==> config.mk <==
export PLATFORM = sky130hd
export DESIGN_NAME = link_return_ctrl_flat
export DESIGN_NICKNAME = d
export VERILOG_FILES = /design/src/rtl/link_return_ctrl_if.sv /design/src/rtl/link_return_ctrl.sv /design/src/flat_wrapper.sv
export SDC_FILE = /design/constraint.sdc
export NUM_CORES = 1
export LEC_CHECK = 0
export CAP_MARGIN = 20
export CORE_MARGIN = 8
export CORE_UTILIZATION = 30
export CTS_BUF_LIST = sky130_fd_sc_hd__clkbuf_4 sky130_fd_sc_hd__clkbuf_8 sky130_fd_sc_hd__clkbuf_16
export DETAILED_ROUTE_END_ITERATION = 8
export PLACE_DENSITY_LB_ADDON = 0.2
export SLEW_MARGIN = 10
export SYNTH_ARGS = -nofsm -noshare
export SYNTH_HDL_FRONTEND = slang
export SYNTH_SLANG_ARGS = --single-unit
export TNS_END_PERCENT = 10
==> constraint.sdc <==
create_clock -name clk_i -period 3.7 [get_ports clk_i]
set_input_delay 0.555 -clock clk_i [delete_from_list [all_inputs] [get_ports clk_i]]
set_output_delay 0.555 -clock clk_i [all_outputs]
set_load 0.01 [all_outputs]
==> src/rtl/link_return_ctrl_if.sv <==
// Execute-stage redirect requests into the fetch controller, and the PC/LR/flush results
// coming back out of it.
interface link_return_ctrl_if;
  logic        link_back_i;
  logic [15:0] lr_i;
  logic        bl_i;
  logic [15:0] bl_pc_i;
  logic [15:0] bl_target_i;
  logic        stall_i;
  logic [15:0] pc_o;
  logic        lr_wr_en_o;
  logic [15:0] lr_wr_data_o;
  logic        flush_o;
  logic        redirect_o;

  modport master (
    output link_back_i, lr_i, bl_i, bl_pc_i, bl_target_i, stall_i,
    input  pc_o, lr_wr_en_o, lr_wr_data_o, flush_o, redirect_o
  );

  modport slave (
    input  link_back_i, lr_i, bl_i, bl_pc_i, bl_target_i, stall_i,
    output pc_o, lr_wr_en_o, lr_wr_data_o, flush_o, redirect_o
  );
endinterface

==> src/rtl/link_return_ctrl.sv <==
// Fetch PC sequencer. It handles BL (branch-and-link) and link-back (PC <- LR) redirects,
// then squashes the pipeline for a fixed window after each redirect.
module link_return_ctrl #(
  parameter logic [15:0] RESET_PC     = 16'h0000,
  parameter int          FLUSH_CYCLES = 2
) (
  input  logic                 clk_i,
  input  logic                 rst_ni,
  link_return_ctrl_if.slave    bus
);

  typedef enum logic {RUN, FLUSH} state_e;

  localparam logic [1:0] FLUSH_LOAD = 2'(FLUSH_CYCLES - 1);

  state_e      state_q,    state_d;
  logic [1:0]  cnt_q,      cnt_d;
  logic [15:0] pc_q,       pc_d;
  logic        lr_en_q,    lr_en_d;
  logic [15:0] lr_data_q,  lr_data_d;
  logic        flush_q,    flush_d;
  logic        redirect_q, redirect_d;
  logic        take;

  // Every output is derived from next-state values so that it lands registered,
  // one edge after the request that caused it.
  always_comb begin
    state_d    = state_q;
    cnt_d      = cnt_q;
    pc_d       = pc_q;
    lr_en_d    = 1'b0;
    lr_data_d  = lr_data_q;
    flush_d    = 1'b0;
    redirect_d = 1'b0;
    take       = 1'b0;

    case (state_q)
      RUN: begin
        if (bus.link_back_i) begin
          pc_d = {bus.lr_i[15:1], 1'b0};
          take = 1'b1;
        end else if (bus.bl_i) begin
          pc_d      = {bus.bl_target_i[15:1], 1'b0};
          lr_en_d   = 1'b1;
          lr_data_d = bus.bl_pc_i + 16'd2;
          take      = 1'b1;
        end else if (!bus.stall_i) begin
          pc_d = pc_q + 16'd2;
        end

        if (take) begin
          state_d    = FLUSH;
          cnt_d      = FLUSH_LOAD;
          flush_d    = 1'b1;
          redirect_d = 1'b1;
        end
      end

      FLUSH: begin
        // Requests seen here belong to squashed instructions and are dropped.
        if (!bus.stall_i) begin
          pc_d = pc_q + 16'd2;
        end
        if (cnt_q == 2'd0) begin
          state_d = RUN;
        end else begin
          cnt_d   = cnt_q - 2'd1;
          flush_d = 1'b1;
        end
      end

      default: begin
        state_d = RUN;
      end
    endcase
  end

  always_ff @(posedge clk_i or negedge rst_ni) begin
    if (!rst_ni) begin
      state_q    <= RUN;
      cnt_q      <= 2'd0;
      pc_q       <= RESET_PC;
      lr_en_q    <= 1'b0;
      lr_data_q  <= 16'h0000;
      flush_q    <= 1'b0;
      redirect_q <= 1'b0;
    end else begin
      state_q    <= state_d;
      cnt_q      <= cnt_d;
      pc_q       <= pc_d;
      lr_en_q    <= lr_en_d;
      lr_data_q  <= lr_data_d;
      flush_q    <= flush_d;
      redirect_q <= redirect_d;
    end
  end

  assign bus.pc_o         = pc_q;
  assign bus.lr_wr_en_o   = lr_en_q;
  assign bus.lr_wr_data_o = lr_data_q;
  assign bus.flush_o      = flush_q;
  assign bus.redirect_o   = redirect_q;

endmodule
==> src/flat_wrapper.sv <==
// flat-port wrapper written by rule: the top's interface ports become plain ports
module link_return_ctrl_flat 
#(
  parameter logic [15:0] RESET_PC     = 16'h0000,
  parameter int          FLUSH_CYCLES = 2
)
  (clk_i, rst_ni, bus_link_back_i, bus_lr_i, bus_bl_i, bus_bl_pc_i, bus_bl_target_i, bus_stall_i, bus_pc_o, bus_lr_wr_en_o, bus_lr_wr_data_o, bus_flush_o, bus_redirect_o);
  link_return_ctrl_if bus_i ();
  input  logic clk_i;
  input  logic rst_ni;
  input wire logic [$bits(bus_i.link_back_i)-1:0] bus_link_back_i;
  input wire logic [$bits(bus_i.lr_i)-1:0] bus_lr_i;
  input wire logic [$bits(bus_i.bl_i)-1:0] bus_bl_i;
  input wire logic [$bits(bus_i.bl_pc_i)-1:0] bus_bl_pc_i;
  input wire logic [$bits(bus_i.bl_target_i)-1:0] bus_bl_target_i;
  input wire logic [$bits(bus_i.stall_i)-1:0] bus_stall_i;
  output wire logic [$bits(bus_i.pc_o)-1:0] bus_pc_o;
  output wire logic [$bits(bus_i.lr_wr_en_o)-1:0] bus_lr_wr_en_o;
  output wire logic [$bits(bus_i.lr_wr_data_o)-1:0] bus_lr_wr_data_o;
  output wire logic [$bits(bus_i.flush_o)-1:0] bus_flush_o;
  output wire logic [$bits(bus_i.redirect_o)-1:0] bus_redirect_o;
  assign bus_i.link_back_i = bus_link_back_i;
  assign bus_i.lr_i = bus_lr_i;
  assign bus_i.bl_i = bus_bl_i;
  assign bus_i.bl_pc_i = bus_bl_pc_i;
  assign bus_i.bl_target_i = bus_bl_target_i;
  assign bus_i.stall_i = bus_stall_i;
  assign bus_pc_o = bus_i.pc_o;
  assign bus_lr_wr_en_o = bus_i.lr_wr_en_o;
  assign bus_lr_wr_data_o = bus_i.lr_wr_data_o;
  assign bus_flush_o = bus_i.flush_o;
  assign bus_redirect_o = bus_i.redirect_o;
  link_return_ctrl #(.RESET_PC(RESET_PC), .FLUSH_CYCLES(FLUSH_CYCLES)) u_core (.clk_i(clk_i), .rst_ni(rst_ni), .bus(bus_i));
endmodule
# --- Word-level counts from Yosys, hierarchy flattened ---
# Cells that the tools add are included.
op_classes:
  n_mux: 16
  addsub: 3
  n_eq_ne: 2
  n_bitwise: 2
  reduce_logical: 3
ops:
  columns: ["operator", "n"]
  rows:
  - ["two-way mux 16 bit", 3]
  - ["adder 16 x 2 -> 16 bit, second input constant", 2]
  - ["one-hot mux 16 bit (2 select lines)", 1]
  - ["two-way mux 1 bit", 8]
  - ["two-way mux 2 bit", 2]
  - ["inequality test 2 bit, second input constant", 2]
  - ["one-hot mux 2 bit (2 select lines)", 1]
  - ["AND reduction 3 bit", 1]
  - ["zero test 2 bit", 1]
  - ["NOT 1 bit", 2]
  - ["one-hot mux 1 bit (2 select lines)", 1]
  - ["AND reduction 2 bit", 1]
  - ["subtractor 2 x 1 -> 2 bit, second input constant", 1]
totals:
  output_inout_bits: 35
  reg_bits: 37
  inputBits: 53
  wordCells: 32

# --- Depth between registers and ports, before layout ---
logic_depth:
  ltp_word: 5
  ltp_mapped: 8
  mapped_depth_nobuf: 6

# --- Least setup slack after synthesis ---
# OpenSTA, ideal clock, no wires.
synth_path:
  kind: "input -> register"
  startpoint: "input port bus_link_back_i"
  endpoint: "register u_core.lr_data_q[2] (netlist: u_core.bus.lr_wr_data_o[2])"
  arrival_time_ns: 1.421
  setup_ns: 0.128
  setup_slack_ns: 2.151
  path_buffers: 2
  t_required_ns: 3.572
  stages: 4
  path_cell_list: "buf_2 > nor3_2 > buf_4 > mux2_1"
synth_between:
  elab_chain_cells: 2
synth_lines:
  columns: ["item", "line_no", "source"]
  rows:
  - ["start, declared", "flat_wrapper.sv:11", "input wire logic [$bits(bus_i.link_back_i)-1:0] bus_link_back_i;"]
  - ["NOT 1 bit (no source line)", null, null]
  - ["AND reduction 3 bit (no source line)", null, null]
  - ["end signal, assigned", "link_return_ctrl.sv:92", "lr_data_q <= lr_data_d;"]
  - ["end, declared", "link_return_ctrl.sv:20", "logic [15:0] lr_data_q, lr_data_d;"]
# No other way between the ends.
# A chain may end at the register's enable or synchronous reset.

==> impl_results.rst <==
.. list-table::
   :header-rows: 1

   * - Metric
     - Value
   * - Global-route wire length before repair
     - 10,100 um
   * - Pwr per Cell Area
     - 660 mW/mm^2
   * - Max Clock Freq
     - 434 MHz
   * - Nets
     - 356
   * - Part of the total power dissipated in combinational logic
     - 0.486
   * - Classification of the worst setup path
     - flip-flop to output port
   * - Die X-Extent
     - 99.6 um
   * - Critical-path top delay cell
     - dfrtp_1
   * - Number of standard cells after synthesis
     - 217
   * - Total nets after synthesis
     - 273
   * - Worst Setup End Kind
     - output port
   * - Reg-to-Reg End
     - u_core.bus.pc_o[15]
   * - Number of buffers inserted to repair setup after CTS
     - 0
   * - Max FO, Critical Path
     - 18
   * - Register area
     - 901 um^2
   * - Clk_skew
     - 6.27 ps
   * - Slew Limit Fails
     - 0
   * - Final Cell Area
     - 0.00310 mm^2
   * - Synthesis Warnings
     - 0
   * - IO Pins
     - 88
   * - Total number of placement rows
     - 30
   * - Via density per instance
     - 4.77
   * - Outcome
     - finished clean
   * - Final weighted congestion in routability-driven placement
     - 0.768
   * - Rel. slew slack
     - 0.432
   * - Fraction of final layout cells with drive strength greater than 1
     - 0.100
   * - Grt ovf
     - 0
   * - Root buffer cell
     - clkbuf_8
   * - Total count of hold-check failures in the final report
     - 0
   * - Register bit total from synthesis
     - 36
   * - FFs w/ async S/R, synth
     - 1.00
   * - Maximum cell stage delay along the critical path
     - 800 ps
   * - Post-synthesis sequential area ratio
     - 0.429
   * - Maximum vdd ir drop
     - 0.000315 V
   * - Share of the synthesized area in the top cell type
     - 0.429
   * - Part of the cycle the worst path needs
     - 0.622
   * - Largest cells by area after synthesis
     - dfrtp_1 (43%), xnor2_1 (10%), nor2_1 (4.7%)
   * - Startpoint type of the worst setup path
     - flip-flop
   * - Net switching power
     - 0.000773 W
   * - Total standard cell area after synthesis
     - 0.00210 mm^2
   * - Input/output buffers
     - 84
   * - Initial cell density of the core
     - 0.309
   * - MaxCap Viol Count
     - 0
   * - TritonCTS clock tree
     - done
   * - Post-cts resize count
     - 0
   * - Final count of negative-setup-slack endpoints
     - 0
   * - Final HPWL DP
     - 4580 um
   * - Final total negative setup slack
     - 0 ps
   * - Worst setup slack after placement
     - 1110 ps
   * - Worst-case register-to-register setup slack
     - 1790 ps
   * - Part of the total power dissipated in the clock network
     - 0.135
   * - Unrepaired setup endpoints after global routing
     - no
   * - Hold-fix buffers at CTS
     - 0
   * - Number of antenna violations at the first check in global routing
     - 0
   * - Clock H-tree levels
     - 2
   * - DRC Markers
     - 0
   * - Fill cells
     - 663
   * - Synthesis-to-finish area growth
     - 47.5%
   * - Most used standard cell by instance count after synthesis
     - dfrtp_1
   * - Switching part of the total
     - 0.378
   * - Worst-path cell chain
     - clkdlybuf4s50_1
   * - Register clock-pin slew on the reported worst setup and hold paths
     - 70 ps
   * - Dominant cell type by area after synthesis
     - dfrtp_1
   * - Most frequently used flop master after synthesis
     - dfrtp_1
   * - Commonest cells post-synth
     - dfrtp_1 (36), nor2_1 (26), xnor2_1 (24), nand2_1 (17), a21oi_1 (14)
   * - Average cell area after synthesis
     - 9.67 um^2
   * - Multi-input gate area
     - 0.00111 mm^2
   * - Count of nets left with antenna violations after detail routing
     - 0
   * - Area of the die
     - 0.00993 mm^2
   * - Number of global-route vias before repair
     - 2,005
   * - Startpoint of the worst-slack reg-to-reg timing path
     - u_core.state_q
   * - Final critical path time including I/O delays and setup
     - 2300 ps
   * - Wirelength, routed
     - 6110 um
   * - Cell family with the largest share of critical-path delay
     - flip-flops
   * - Skew-Pair Late Insertion Delay
     - 290 ps
   * - Number of enable-type register cells in the synthesized netlist
     - 0
   * - Detail-routed net length per standard cell
     - 15.4 um
   * - Total vias in the final route
     - 1,887
   * - Crit path DAT
     - 1750 ps
   * - Maximum number of pins on one net before global-route repair
     - 37
   * - Buf/Inv on CP
     - 1
   * - Placed insts
     - 389
   * - Number of iterations in the first detailed-routing pass
     - 4
   * - Area after detailed placement
     - 0.00301 mm^2
   * - Slew at the pin closest to its max-slew limit
     - 851 ps
   * - Power share of the sequential group
     - 0.379
   * - Required time of the critical path
     - 3140 ps
   * - Vertical die dimension
     - 99.6 um
   * - Aggregate global-route resource usage
     - 0.126
   * - Leakage component of the power
     - 1.18 nW
   * - Cell variety after synth
     - 43
   * - Inserted Clock Buffers
     - 5
   * - Final standard cell count with taps included and fillers excluded
     - 396
   * - CTS sink cnt
     - 36
   * - Largest buffer count on any clock path
     - 2
   * - Antenna fix cells
     - 0
   * - Power Internal
     - 0.00127 W
   * - Setup ws final
     - 1400 ps
   * - Placeable Area
     - 0.00679 mm^2
   * - Final Util
     - 0.456
   * - Iteration-0 DRC count of the detailed router
     - 28
   * - Logic depth of the worst register-to-register path
     - 6
   * - Classification of the worst-slack hold path
     - input port to asynchronous set/reset pin
[cells in the final DEF (no fill, tap or decap), drive strengths merged]
master and count:
clkdlybuf4s50 83, xnor2 24, nand4 6, a32oi 2, inv 10, nor2b 2
a2bb2oi 1, nand3b 1, a31oi 1, mux2i 1, ha 3, nand3 8
o21ai 7, o21bai 1, nand4b 2, a21oi 15, clkinv 1, buf 2
nand2 17, nor3 8, dfrtp 36, conb 1, o22ai 7, nor4 7
a22oi 10, and3 2, mux2 3, xor2 2, o221ai 3, nand2b 1
nor2 27, clkbuf 6
[registers in the layout, summed over array words and instances (netlist names)]
register / cells
u_core.cnt_q: 2
u_core.bus.redirect_o: 1
u_core.bus.lr_wr_data_o: 16
u_core.state_q: 1
u_core.bus.pc_o: 15
u_core.bus.lr_wr_en_o: 1
[power by group through the flow]
| stage | combinational, W | sequential [W] | clock, W |
|---|---|---|---|
| 2_1_floorplan | 0.000436 | 0.000818 | 0 |
| 3_3_place_gp | 0.00100 | 0.000778 | 0 |
| 4_1_cts | 0.00101 | 0.000778 | 0.000288 |
| 3_5_place_dp | 0.00101 | 0.000784 | 0 |
| 6_report | 0.000993 | 0.000775 | 0.000277 |
| 5_1_grt | 0.00110 | 0.000808 | 0.000304 |
[routing by layer]
metal  part of all wire  up-vias  global-route usage  routed length [um]
met3              0.086        8              0.0468                 526
met5                  0        -                   0                   0
met1               0.45      883               0.152                2730
li1                   -      928                   -                   -
met2               0.46       68               0.206                2790
met4             0.0093        0              0.0349                  57
[kinds of logic after synthesis]
kind of cell / after synthesis / share of synthesized area
AND/OR/NAND/NOR: 81 / 0.228
adder cells (fa/ha/maj): 3 / 0.0179
flip-flops: 36 / 0.429
AO/OA/AOI/OAI: 47 / 0.150
buffers and inverters: 19 / 0.0435
XOR/XNOR: 26 / 0.109
other: 1 / 0.00179
multiplexers: 4 / 0.0209
[how the worst max path moves through the flow]
stage                                            end  cells after the start       startpoint
after CTS                                bus_flush_o                      1   u_core.state_q
after global routing             u_core.bus.pc_o[15]                      4  bus_link_back_i
after global placement    u_core.bus.lr_wr_data_o[2]                      4  bus_link_back_i
after floorplan           u_core.bus.lr_wr_data_o[2]                      4  bus_link_back_i
final                                    bus_flush_o                      1   u_core.state_q
after detailed placement         u_core.bus.pc_o[15]                      4  bus_link_back_i
[layout make-up]
cell class	instances	area share
Sequential cell	36	0.291
Clock inverter	1	0.00162
Multi-Input combinational cell	162	0.359
Tap cell	96	0.0388
Timing Repair Buffer	85	0.272
Inverter	10	0.0121
Clock buffer	6	0.0247
[per-stage QoR]
step / total power, W / hold slack, ps
finish: 0.00204 / 368
global route: 0.00221 / 458
CTS: 0.00208 / 413
detailed placement: 0.00179 / 478
global placement: 0.00178 / 473
floorplan: 0.00125 / 259
(Power assumes the default switching activity.)
